`src/rtl/hazard_pkg.sv`:
```
// Shared types and legal parameter ranges for the RV32I pipeline hazard controller.
package hazard_pkg;

  localparam int REG_AW_DEF   = 5;
  localparam int LOAD_LAT_MIN = 1;
  localparam int LOAD_LAT_MAX = 4;
  localparam int MDU_LAT_MIN  = 1;
  localparam int MDU_LAT_MAX  = 34;

  typedef logic [REG_AW_DEF-1:0] reg_addr_t;

  typedef struct packed {
    logic stall_f;
    logic stall_d;
    logic stall_e;
    logic stall_m;
    logic flush_d;
    logic flush_e;
    logic flush_m;
    logic flush_w;
  } hz_ctrl_t;

  localparam hz_ctrl_t HZ_NONE = hz_ctrl_t'(8'h00);

endpackage

```
`src/rtl/hazard_ctrl_if.sv`:
```
// Datapath <-> hazard controller signal bundle; master is the datapath, slave the controller.
interface hazard_ctrl_if #(
  parameter int REG_AW = 5
);
  logic [REG_AW-1:0] rs1D;
  logic [REG_AW-1:0] rs2D;
  logic [REG_AW-1:0] rdE;
  logic              useRs1D;
  logic              useRs2D;
  logic              MemReadE;
  logic              mispredictE;
  logic              dmemWaitM;
  logic              mduE;
  logic              stallF;
  logic              stallD;
  logic              stallE;
  logic              stallM;
  logic              flushD;
  logic              flushE;
  logic              flushM;
  logic              flushW;
  logic              loadUseStall;

  modport master (
    output rs1D, rs2D, rdE, useRs1D, useRs2D, MemReadE, mispredictE, dmemWaitM, mduE,
    input  stallF, stallD, stallE, stallM, flushD, flushE, flushM, flushW, loadUseStall
  );

  modport slave (
    input  rs1D, rs2D, rdE, useRs1D, useRs2D, MemReadE, mispredictE, dmemWaitM, mduE,
    output stallF, stallD, stallE, stallM, flushD, flushE, flushM, flushW, loadUseStall
  );

endinterface

```
`src/rtl/hazard_ctrl_chk.sv`:
```
// Protocol checks on the hazard controller inputs.
module hazard_ctrl_chk (
  input logic clk,
  input logic rst,
  input logic mispredict_e,
  input logic mdu_e
);

  // A MUL/DIV cannot also be a resolving branch.
  a_no_mdu_mispredict: assert property (@(posedge clk) disable iff (rst) !(mispredict_e && mdu_e))
    else $error("hazard_ctrl: mispredictE and mduE asserted together");

endmodule

```
`src/rtl/hazard_load_tracker.sv`:
```
// Tracks loads that have left EX but whose data is not yet forwardable, and flags
// D-stage sources that depend on them (or on the load currently in EX).
module hazard_load_tracker #(
  parameter int REG_AW = 5,
  parameter int DEPTH  = 0
) (
  input  logic              clk,
  input  logic              rst,
  input  logic [REG_AW-1:0] rs1,
  input  logic [REG_AW-1:0] rs2,
  input  logic              use_rs1,
  input  logic              use_rs2,
  input  logic              ex_load,
  input  logic [REG_AW-1:0] rd_e,
  input  logic              push,
  input  logic [REG_AW-1:0] push_rd,
  input  logic              advance,
  output logic              hit
);

  function automatic logic src_hit(input logic use_src, input logic [REG_AW-1:0] src,
                                   input logic [REG_AW-1:0] rd);
    return use_src && (src != {REG_AW{1'b0}}) && (src == rd);
  endfunction

  if (DEPTH == 0) begin : g_no_chain
    logic unused_s;
    assign unused_s = ^{clk, rst, push, push_rd, advance};

    // Only the load in EX can cause a bubble.
    always_comb begin
      hit = ex_load && (src_hit(use_rs1, rs1, rd_e) || src_hit(use_rs2, rs2, rd_e));
    end
  end else begin : g_chain
    typedef struct packed {
      logic              valid;
      logic [REG_AW-1:0] rd;
    } ent_t;

    ent_t [DEPTH-1:0] chain_q;
    ent_t [DEPTH-1:0] chain_d;

    // Shift the chain whenever EX-MEM advances; a bubble enters when nothing is pushed.
    always_comb begin
      chain_d = chain_q;
      if (advance) begin
        chain_d[0] = '{valid: push, rd: push_rd};
        for (int k = 1; k < DEPTH; k++) begin
          chain_d[k] = chain_q[k-1];
        end
      end else begin
        chain_d = chain_q;
      end
    end

    // Match D sources against the EX load and every live chain entry.
    always_comb begin
      hit = ex_load && (src_hit(use_rs1, rs1, rd_e) || src_hit(use_rs2, rs2, rd_e));
      for (int k = 0; k < DEPTH; k++) begin
        if (chain_q[k].valid &&
            (src_hit(use_rs1, rs1, chain_q[k].rd) || src_hit(use_rs2, rs2, chain_q[k].rd))) begin
          hit = 1'b1;
        end else begin
          hit = hit;
        end
      end
    end

    // Chain state register.
    always_ff @(posedge clk) begin
      if (rst) begin
        chain_q <= '0;
      end else begin
        chain_q <= chain_d;
      end
    end
  end

endmodule

```
`src/rtl/hazard_ctrl.sv`:
```
// Hazard controller for the 5-stage RV32I pipeline: freeze > MDU hold > mispredict > load-use.
// Define HAZARD_MDU_EN to compile in the multi-cycle MUL/DIV hold counter.
module hazard_ctrl
  import hazard_pkg::*;
#(
  parameter int REG_AW   = 5,
  parameter int LOAD_LAT = 1,
  parameter int MDU_LAT  = 4
) (
  input logic         clk,
  input logic         rst,
  hazard_ctrl_if.slave hz
);

  if (LOAD_LAT < LOAD_LAT_MIN || LOAD_LAT > LOAD_LAT_MAX) begin : g_bad_load_lat
    $error("hazard_ctrl: LOAD_LAT out of range");
  end
  if (MDU_LAT < MDU_LAT_MIN || MDU_LAT > MDU_LAT_MAX) begin : g_bad_mdu_lat
    $error("hazard_ctrl: MDU_LAT out of range");
  end

  hz_ctrl_t ctrl_s;
  logic     lus_s;
  logic     freeze_s;
  logic     hold_s;
  logic     hit_s;
  logic     push_s;
  logic     advance_s;

  assign freeze_s  = hz.dmemWaitM;
  // stallE / stallM derive from freeze and hold only, so the tracker update has no loop through hit_s.
  assign advance_s = ~freeze_s;
  assign push_s    = hz.MemReadE & (hz.rdE != {REG_AW{1'b0}}) & ~(freeze_s | hold_s);

  hazard_load_tracker #(
    .REG_AW (REG_AW),
    .DEPTH  (LOAD_LAT - 1)
  ) u_tracker (
    .clk     (clk),
    .rst     (rst),
    .rs1     (hz.rs1D),
    .rs2     (hz.rs2D),
    .use_rs1 (hz.useRs1D),
    .use_rs2 (hz.useRs2D),
    .ex_load (hz.MemReadE),
    .rd_e    (hz.rdE),
    .push    (push_s),
    .push_rd (hz.rdE),
    .advance (advance_s),
    .hit     (hit_s)
  );

`ifdef HAZARD_MDU_EN
  localparam int   CNT_W     = (MDU_LAT > 1) ? $clog2(MDU_LAT) : 1;
  localparam logic MDU_MULTI = (MDU_LAT > 1);

  logic [CNT_W-1:0] cnt_q;
  logic [CNT_W-1:0] cnt_d;

  // cnt==1 marks the release cycle; the counter freezes along with the pipeline.
  always_comb begin
    cnt_d = cnt_q;
    if (freeze_s) begin
      cnt_d = cnt_q;
    end else if (cnt_q == CNT_W'(0)) begin
      if (hz.mduE) begin
        cnt_d = CNT_W'(MDU_LAT - 1);
      end else begin
        cnt_d = cnt_q;
      end
    end else if (cnt_q == CNT_W'(1)) begin
      cnt_d = CNT_W'(0);
    end else begin
      cnt_d = cnt_q - CNT_W'(1);
    end
  end

  // MDU occupancy counter.
  always_ff @(posedge clk) begin
    if (rst) begin
      cnt_q <= CNT_W'(0);
    end else begin
      cnt_q <= cnt_d;
    end
  end

  assign hold_s = hz.mduE & (cnt_q != CNT_W'(1)) & MDU_MULTI;
`else
  assign hold_s = 1'b0;
`endif

  // Prioritised stall/flush decode.
  always_comb begin
    ctrl_s = HZ_NONE;
    lus_s  = 1'b0;
    if (rst) begin
      ctrl_s = HZ_NONE;
    end else if (freeze_s) begin
      ctrl_s.stall_f = 1'b1;
      ctrl_s.stall_d = 1'b1;
      ctrl_s.stall_e = 1'b1;
      ctrl_s.stall_m = 1'b1;
      ctrl_s.flush_w = 1'b1;
    end else if (hold_s) begin
      ctrl_s.stall_f = 1'b1;
      ctrl_s.stall_d = 1'b1;
      ctrl_s.stall_e = 1'b1;
      ctrl_s.flush_m = 1'b1;
    end else if (hz.mispredictE) begin
      // D holds a wrong-path instruction, so any load-use it shows is irrelevant.
      ctrl_s.flush_d = 1'b1;
      ctrl_s.flush_e = 1'b1;
    end else if (hit_s) begin
      ctrl_s.stall_f = 1'b1;
      ctrl_s.stall_d = 1'b1;
      ctrl_s.flush_e = 1'b1;
      lus_s          = 1'b1;
    end else begin
      ctrl_s = HZ_NONE;
    end
  end

  assign hz.stallF       = ctrl_s.stall_f;
  assign hz.stallD       = ctrl_s.stall_d;
  assign hz.stallE       = ctrl_s.stall_e;
  assign hz.stallM       = ctrl_s.stall_m;
  assign hz.flushD       = ctrl_s.flush_d;
  assign hz.flushE       = ctrl_s.flush_e;
  assign hz.flushM       = ctrl_s.flush_m;
  assign hz.flushW       = ctrl_s.flush_w;
  assign hz.loadUseStall = lus_s;

  hazard_ctrl_chk u_chk (
    .clk          (clk),
    .rst          (rst),
    .mispredict_e (hz.mispredictE),
    .mdu_e        (hz.mduE)
  );

endmodule

```
`src/flat_wrapper.sv`:
```
// flat-port wrapper written by rule: the top's interface ports become plain ports
module hazard_ctrl_flat import hazard_pkg::*;
#(
  parameter int REG_AW   = 5,
  parameter int LOAD_LAT = 1,
  parameter int MDU_LAT  = 4
)
  (clk, rst, hz_rs1D, hz_rs2D, hz_rdE, hz_useRs1D, hz_useRs2D, hz_MemReadE, hz_mispredictE, hz_dmemWaitM, hz_mduE, hz_stallF, hz_stallD, hz_stallE, hz_stallM, hz_flushD, hz_flushE, hz_flushM, hz_flushW, hz_loadUseStall);
  hazard_ctrl_if #(.REG_AW(REG_AW)) hz_i ();
  input logic clk;
  input logic rst;
  input wire logic [$bits(hz_i.rs1D)-1:0] hz_rs1D;
  input wire logic [$bits(hz_i.rs2D)-1:0] hz_rs2D;
  input wire logic [$bits(hz_i.rdE)-1:0] hz_rdE;
  input wire logic [$bits(hz_i.useRs1D)-1:0] hz_useRs1D;
  input wire logic [$bits(hz_i.useRs2D)-1:0] hz_useRs2D;
  input wire logic [$bits(hz_i.MemReadE)-1:0] hz_MemReadE;
  input wire logic [$bits(hz_i.mispredictE)-1:0] hz_mispredictE;
  input wire logic [$bits(hz_i.dmemWaitM)-1:0] hz_dmemWaitM;
  input wire logic [$bits(hz_i.mduE)-1:0] hz_mduE;
  output wire logic [$bits(hz_i.stallF)-1:0] hz_stallF;
  output wire logic [$bits(hz_i.stallD)-1:0] hz_stallD;
  output wire logic [$bits(hz_i.stallE)-1:0] hz_stallE;
  output wire logic [$bits(hz_i.stallM)-1:0] hz_stallM;
  output wire logic [$bits(hz_i.flushD)-1:0] hz_flushD;
  output wire logic [$bits(hz_i.flushE)-1:0] hz_flushE;
  output wire logic [$bits(hz_i.flushM)-1:0] hz_flushM;
  output wire logic [$bits(hz_i.flushW)-1:0] hz_flushW;
  output wire logic [$bits(hz_i.loadUseStall)-1:0] hz_loadUseStall;
  assign hz_i.rs1D = hz_rs1D;
  assign hz_i.rs2D = hz_rs2D;
  assign hz_i.rdE = hz_rdE;
  assign hz_i.useRs1D = hz_useRs1D;
  assign hz_i.useRs2D = hz_useRs2D;
  assign hz_i.MemReadE = hz_MemReadE;
  assign hz_i.mispredictE = hz_mispredictE;
  assign hz_i.dmemWaitM = hz_dmemWaitM;
  assign hz_i.mduE = hz_mduE;
  assign hz_stallF = hz_i.stallF;
  assign hz_stallD = hz_i.stallD;
  assign hz_stallE = hz_i.stallE;
  assign hz_stallM = hz_i.stallM;
  assign hz_flushD = hz_i.flushD;
  assign hz_flushE = hz_i.flushE;
  assign hz_flushM = hz_i.flushM;
  assign hz_flushW = hz_i.flushW;
  assign hz_loadUseStall = hz_i.loadUseStall;
  hazard_ctrl #(.REG_AW(REG_AW), .LOAD_LAT(LOAD_LAT), .MDU_LAT(MDU_LAT)) u_core (.clk(clk), .rst(rst), .hz(hz_i));
endmodule
```
`config.mk`:
```
export PLATFORM = sky130hd
export DESIGN_NAME = hazard_ctrl_flat
export DESIGN_NICKNAME = d
export VERILOG_FILES = /design/src/rtl/hazard_pkg.sv /design/src/rtl/hazard_ctrl_if.sv /design/src/rtl/hazard_ctrl_chk.sv /design/src/rtl/hazard_load_tracker.sv /design/src/rtl/hazard_ctrl.sv /design/src/flat_wrapper.sv
export SDC_FILE = /design/constraint.sdc
export NUM_CORES = 1
export LEC_CHECK = 0
export ABC_AREA = 1
export BUFFER_PORTS_ARGS = -buffer_cell sky130_fd_sc_hd__buf_2
export CORE_AREA = 5 5 42 44
export DETAILED_ROUTE_END_ITERATION = 6
export DIE_AREA = 0 0 47 49
export PLACE_DENSITY_LB_ADDON = 0.3
export SETUP_SLACK_MARGIN = 0.3
export SYNTH_ARGS = -nofsm -noshare
export SYNTH_HDL_FRONTEND = slang
export SYNTH_HIERARCHICAL = 1
export SYNTH_SLANG_ARGS = --single-unit
```
`constraint.sdc`:
```
create_clock -name vclk -period 1.26
set_input_delay 0.252 -clock vclk [all_inputs]
set_output_delay 0.252 -clock vclk [all_outputs]
set_load 0.05 [all_outputs]
```
==> results_tabular.tex <==
\begin{tabular}{lr}
\hline
Metric & Value \\
\hline
\multicolumn{2}{l}{\textbf{Global routing}} \\
\quad Number of global-route vias before repair & 421 \\
\quad Antenna violations before repair & 0 \\
\quad Maximum number of pins on one net before global-route repair & 4 \\
\quad Wire length of the first global-routing pass & about 1600 um \\
\quad Global router's overall resource usage & about 8.3\% \\
\quad Remaining global-route overflow & 0 \\
\multicolumn{2}{l}{\textbf{Finish}} \\
\quad Post-route cell area & around 720 um\^{}2 \\
\quad Layout Nets & around 130 \\
\quad Core utilization of the finished layout & between 50 and 60\% \\
\quad Flip-flop and latch area & 0 um\^{}2 \\
\quad Layout sequential cell count & 0 \\
\quad Synth-to-layout area growth & 129\% \\
\quad Share of post-route cells with drive strength above 1 & around 57\% \\
\quad Clock buffer count & 0 \\
\quad Antenna Diode Count & 0 \\
\multicolumn{2}{l}{\textbf{Worst hold path}} \\
\quad Type of the tightest min-delay check & in -> out \\
\quad Min-Delay Endpoint & hz\_stallF \\
\quad Hold Path Cell Cnt & 4 \\
\quad Hold Crit Start & rst \\
\multicolumn{2}{l}{\textbf{Route}} \\
\quad Routed wirelength normalized by instance count & approximately 8.7 um \\
\quad Antenna-violating nets left & 0 \\
\quad Routed vias & between 400 and 500 \\
\quad Drt total wl & just over 1000 um \\
\quad \# DRC & 0 \\
\quad Iteration-0 DRC count of the detailed router & 3 \\
\quad Number of search-and-repair iterations in the first detailed-routing pass & 4 \\
\quad Vias per Instance & approximately 4.2 \\
\multicolumn{2}{l}{\textbf{Place}} \\
\quad Gp weighted congestion & slightly below 0.8 \\
\quad Post-Place Setup Slack & -478 ps \\
\quad Placed cell area & roughly 550 um\^{}2 \\
\quad Detailed-placement wirelength estimate & between 800 and 900 um \\
\quad Quantity of I/O buffers inserted on ports & 29 \\
\multicolumn{2}{l}{\textbf{Timing}} \\
\quad Setup\_tns & -1090 ps \\
\quad Maximum clock frequency & $\sim$0.63 GHz \\
\quad Final Hold Violating Endpoints & 0 \\
\quad Final-report max-slew violation count & 0 \\
\quad Setup ws final & -323 ps \\
\quad Unrepaired setup endpoints after global routing & yes \\
\quad Final count of negative-setup-slack endpoints & 4 \\
\quad Post-route clock period utilization & 126\% \\
\quad Clock period minus final worst setup slack & 1580 ps \\
\multicolumn{2}{l}{\textbf{Power and ir drop}} \\
\quad Combinational power share & 100.0\% \\
\quad Switching power & between 0.1 and 0.15 mW \\
\quad Total power divided by cell area & 360 nW/um\^{}2 \\
\quad Sequential group share of total power & 0\% \\
\quad Leakage & 0.389 nW \\
\quad Cell internal pwr & $\sim$0.12 mW \\
\quad Clock Power Share & 0\% \\
\quad Switching share of total power & between 50\% and 60\% \\
\quad Maximum VDD drop & roughly 0.00014 V \\
\multicolumn{2}{l}{\textbf{Floorplanning}} \\
\quad Core footprint & roughly 1400 um\^{}2 \\
\quad Horizontal die dimension & $\sim$47 um \\
\quad Die Footprint & 2300 um\^{}2 \\
\quad Starting density of the core & between 20 and 25\% \\
\quad Y dimension of the die & between 40 and 50 um \\
\quad I/O pin cnt & 32 \\
\quad Row cnt & 14 \\
\multicolumn{2}{l}{\textbf{Logic synthesis}} \\
\quad Gate count after technology mapping & 73 \\
\quad Net Count, Synth & 96 \\
\quad Avg Cell Area, Syn & between 4 and 5 um\^{}2 \\
\quad Yosys warnings & 6 \\
\quad Synthesized area & around 310 um\^{}2 \\
\multicolumn{2}{l}{\textbf{Critical path}} \\
\quad Buffer and inverter count on the worst path & 2 \\
\quad Largest fanout on the critical path & 2 \\
\quad Launching element type of the critical path & input port \\
\quad Signal arrival time at the worst endpoint & about 1300 ps \\
\quad CP Class & in -> out \\
\quad Highest-delay cell along the critical path & sky130\_fd\_sc\_hd\_\_a21oi\_2 \\
\quad Worst path max stage delay & around 190 ps \\
\quad Critical Path Sink Type & primary output \\
\quad Endpoint required time on the critical path & 1010 ps \\
\quad Critical path cell sequence & buf\_6 -> nand2\_1 -> nand2\_2 -> nor2\_2 -> nand4\_1 -> a21oi\_2 -> nand2\_2 -> a21oi\_4 -> buf\_6 \\
\quad Family with the most delay on the worst path & simple AND/OR/NAND/NOR gates \\
\multicolumn{2}{l}{\textbf{Clock network}} \\
\quad Hold-fix buffers at CTS & 0 \\
\quad Post-CTS repair timing setup buffer count & 0 \\
\multicolumn{2}{l}{\textbf{Flow run}} \\
\quad Max\_cap viols & 0 \\
\multicolumn{2}{l}{\textbf{Run status}} \\
\quad Outcome & finished with violations \\
\quad Violations in the final reports & setup timing \\
\hline
\end{tabular}
## cell usage in the layout (no fill, tap or decap), drive strengths merged
cell type  count
a21oi          2
buf           32
conb           1
inv           18
nand2         29
nand4          2
nor2          13
o21ai          3
or2            1
## area by class of cell
type | instances | area [um^2]
fill | 152 | 686
timing repair buffer | 32 | 318
multi-input combinational | 51 | 273
inverter | 18 | 105
tap | 16 | 20.0
## worst max path at each step
stage,startpoint,to,slack (ps),cells after the start
after CTS,hz_rdE[1],hz_stallF,-320,10
after global placement,hz_rs1D[1],hz_stallF,-470,10
after global routing,hz_rs2D[0],hz_stallD,-400,9
final,hz_rdE[2],hz_stallD,-320,9
after detailed placement,hz_rs1D[1],hz_stallF,-480,10
after floorplan,hz_rs1D[1],hz_stallF,-410,9
## stage by stage
| stage | power, mW | hold WS [ps] | cells |
|---|---|---|---|
| finish | 0.257 | 854 | 117 |
| global route | 0.278 | 871 | 117 |
| CTS | 0.247 | 856 | 117 |
| detailed placement | 0.199 | 925 | 117 |
| global placement | 0.198 | 922 | 117 |
| floorplan | 0.135 | 560 | 73 |
## layer usage
| metal | global-route usage [%] | share of wire (%) | vias up |
|---|---|---|---|
| met5 | 0 | 0 | - |
| met1 | 10.0 | 34 | 209 |
| li1 | - | - | 263 |
| met2 | 15.8 | 56 | 17 |
| met3 | 0.738 | 9.7 | 0 |
| met4 | 0 | 0 | 0 |
## worst min-delay path, cell delays in order
cell	delay [ps]
sky130_fd_sc_hd__buf_6	70
sky130_fd_sc_hd__buf_6	100
sky130_fd_sc_hd__a21oi_4	40
sky130_fd_sc_hd__buf_6	140
## what timing repair did
item / 4_1_cts / 5_1_grt
pin swaps: 11 / 4
gates resized for setup: 39 / 10
setup endpoints to repair: 8 / 8
## power groups by stage
stage                     registers, mW  logic (mW)  clock network, mW
after CTS                             0       0.247                  0
final                                 0       0.257                  0
after floorplan                       0       0.135                  0
after detailed placement              0       0.199                  0
after global routing                  0       0.278                  0
after global placement                0       0.198                  0
Note: power is estimated with default switching activity, not from simulation.
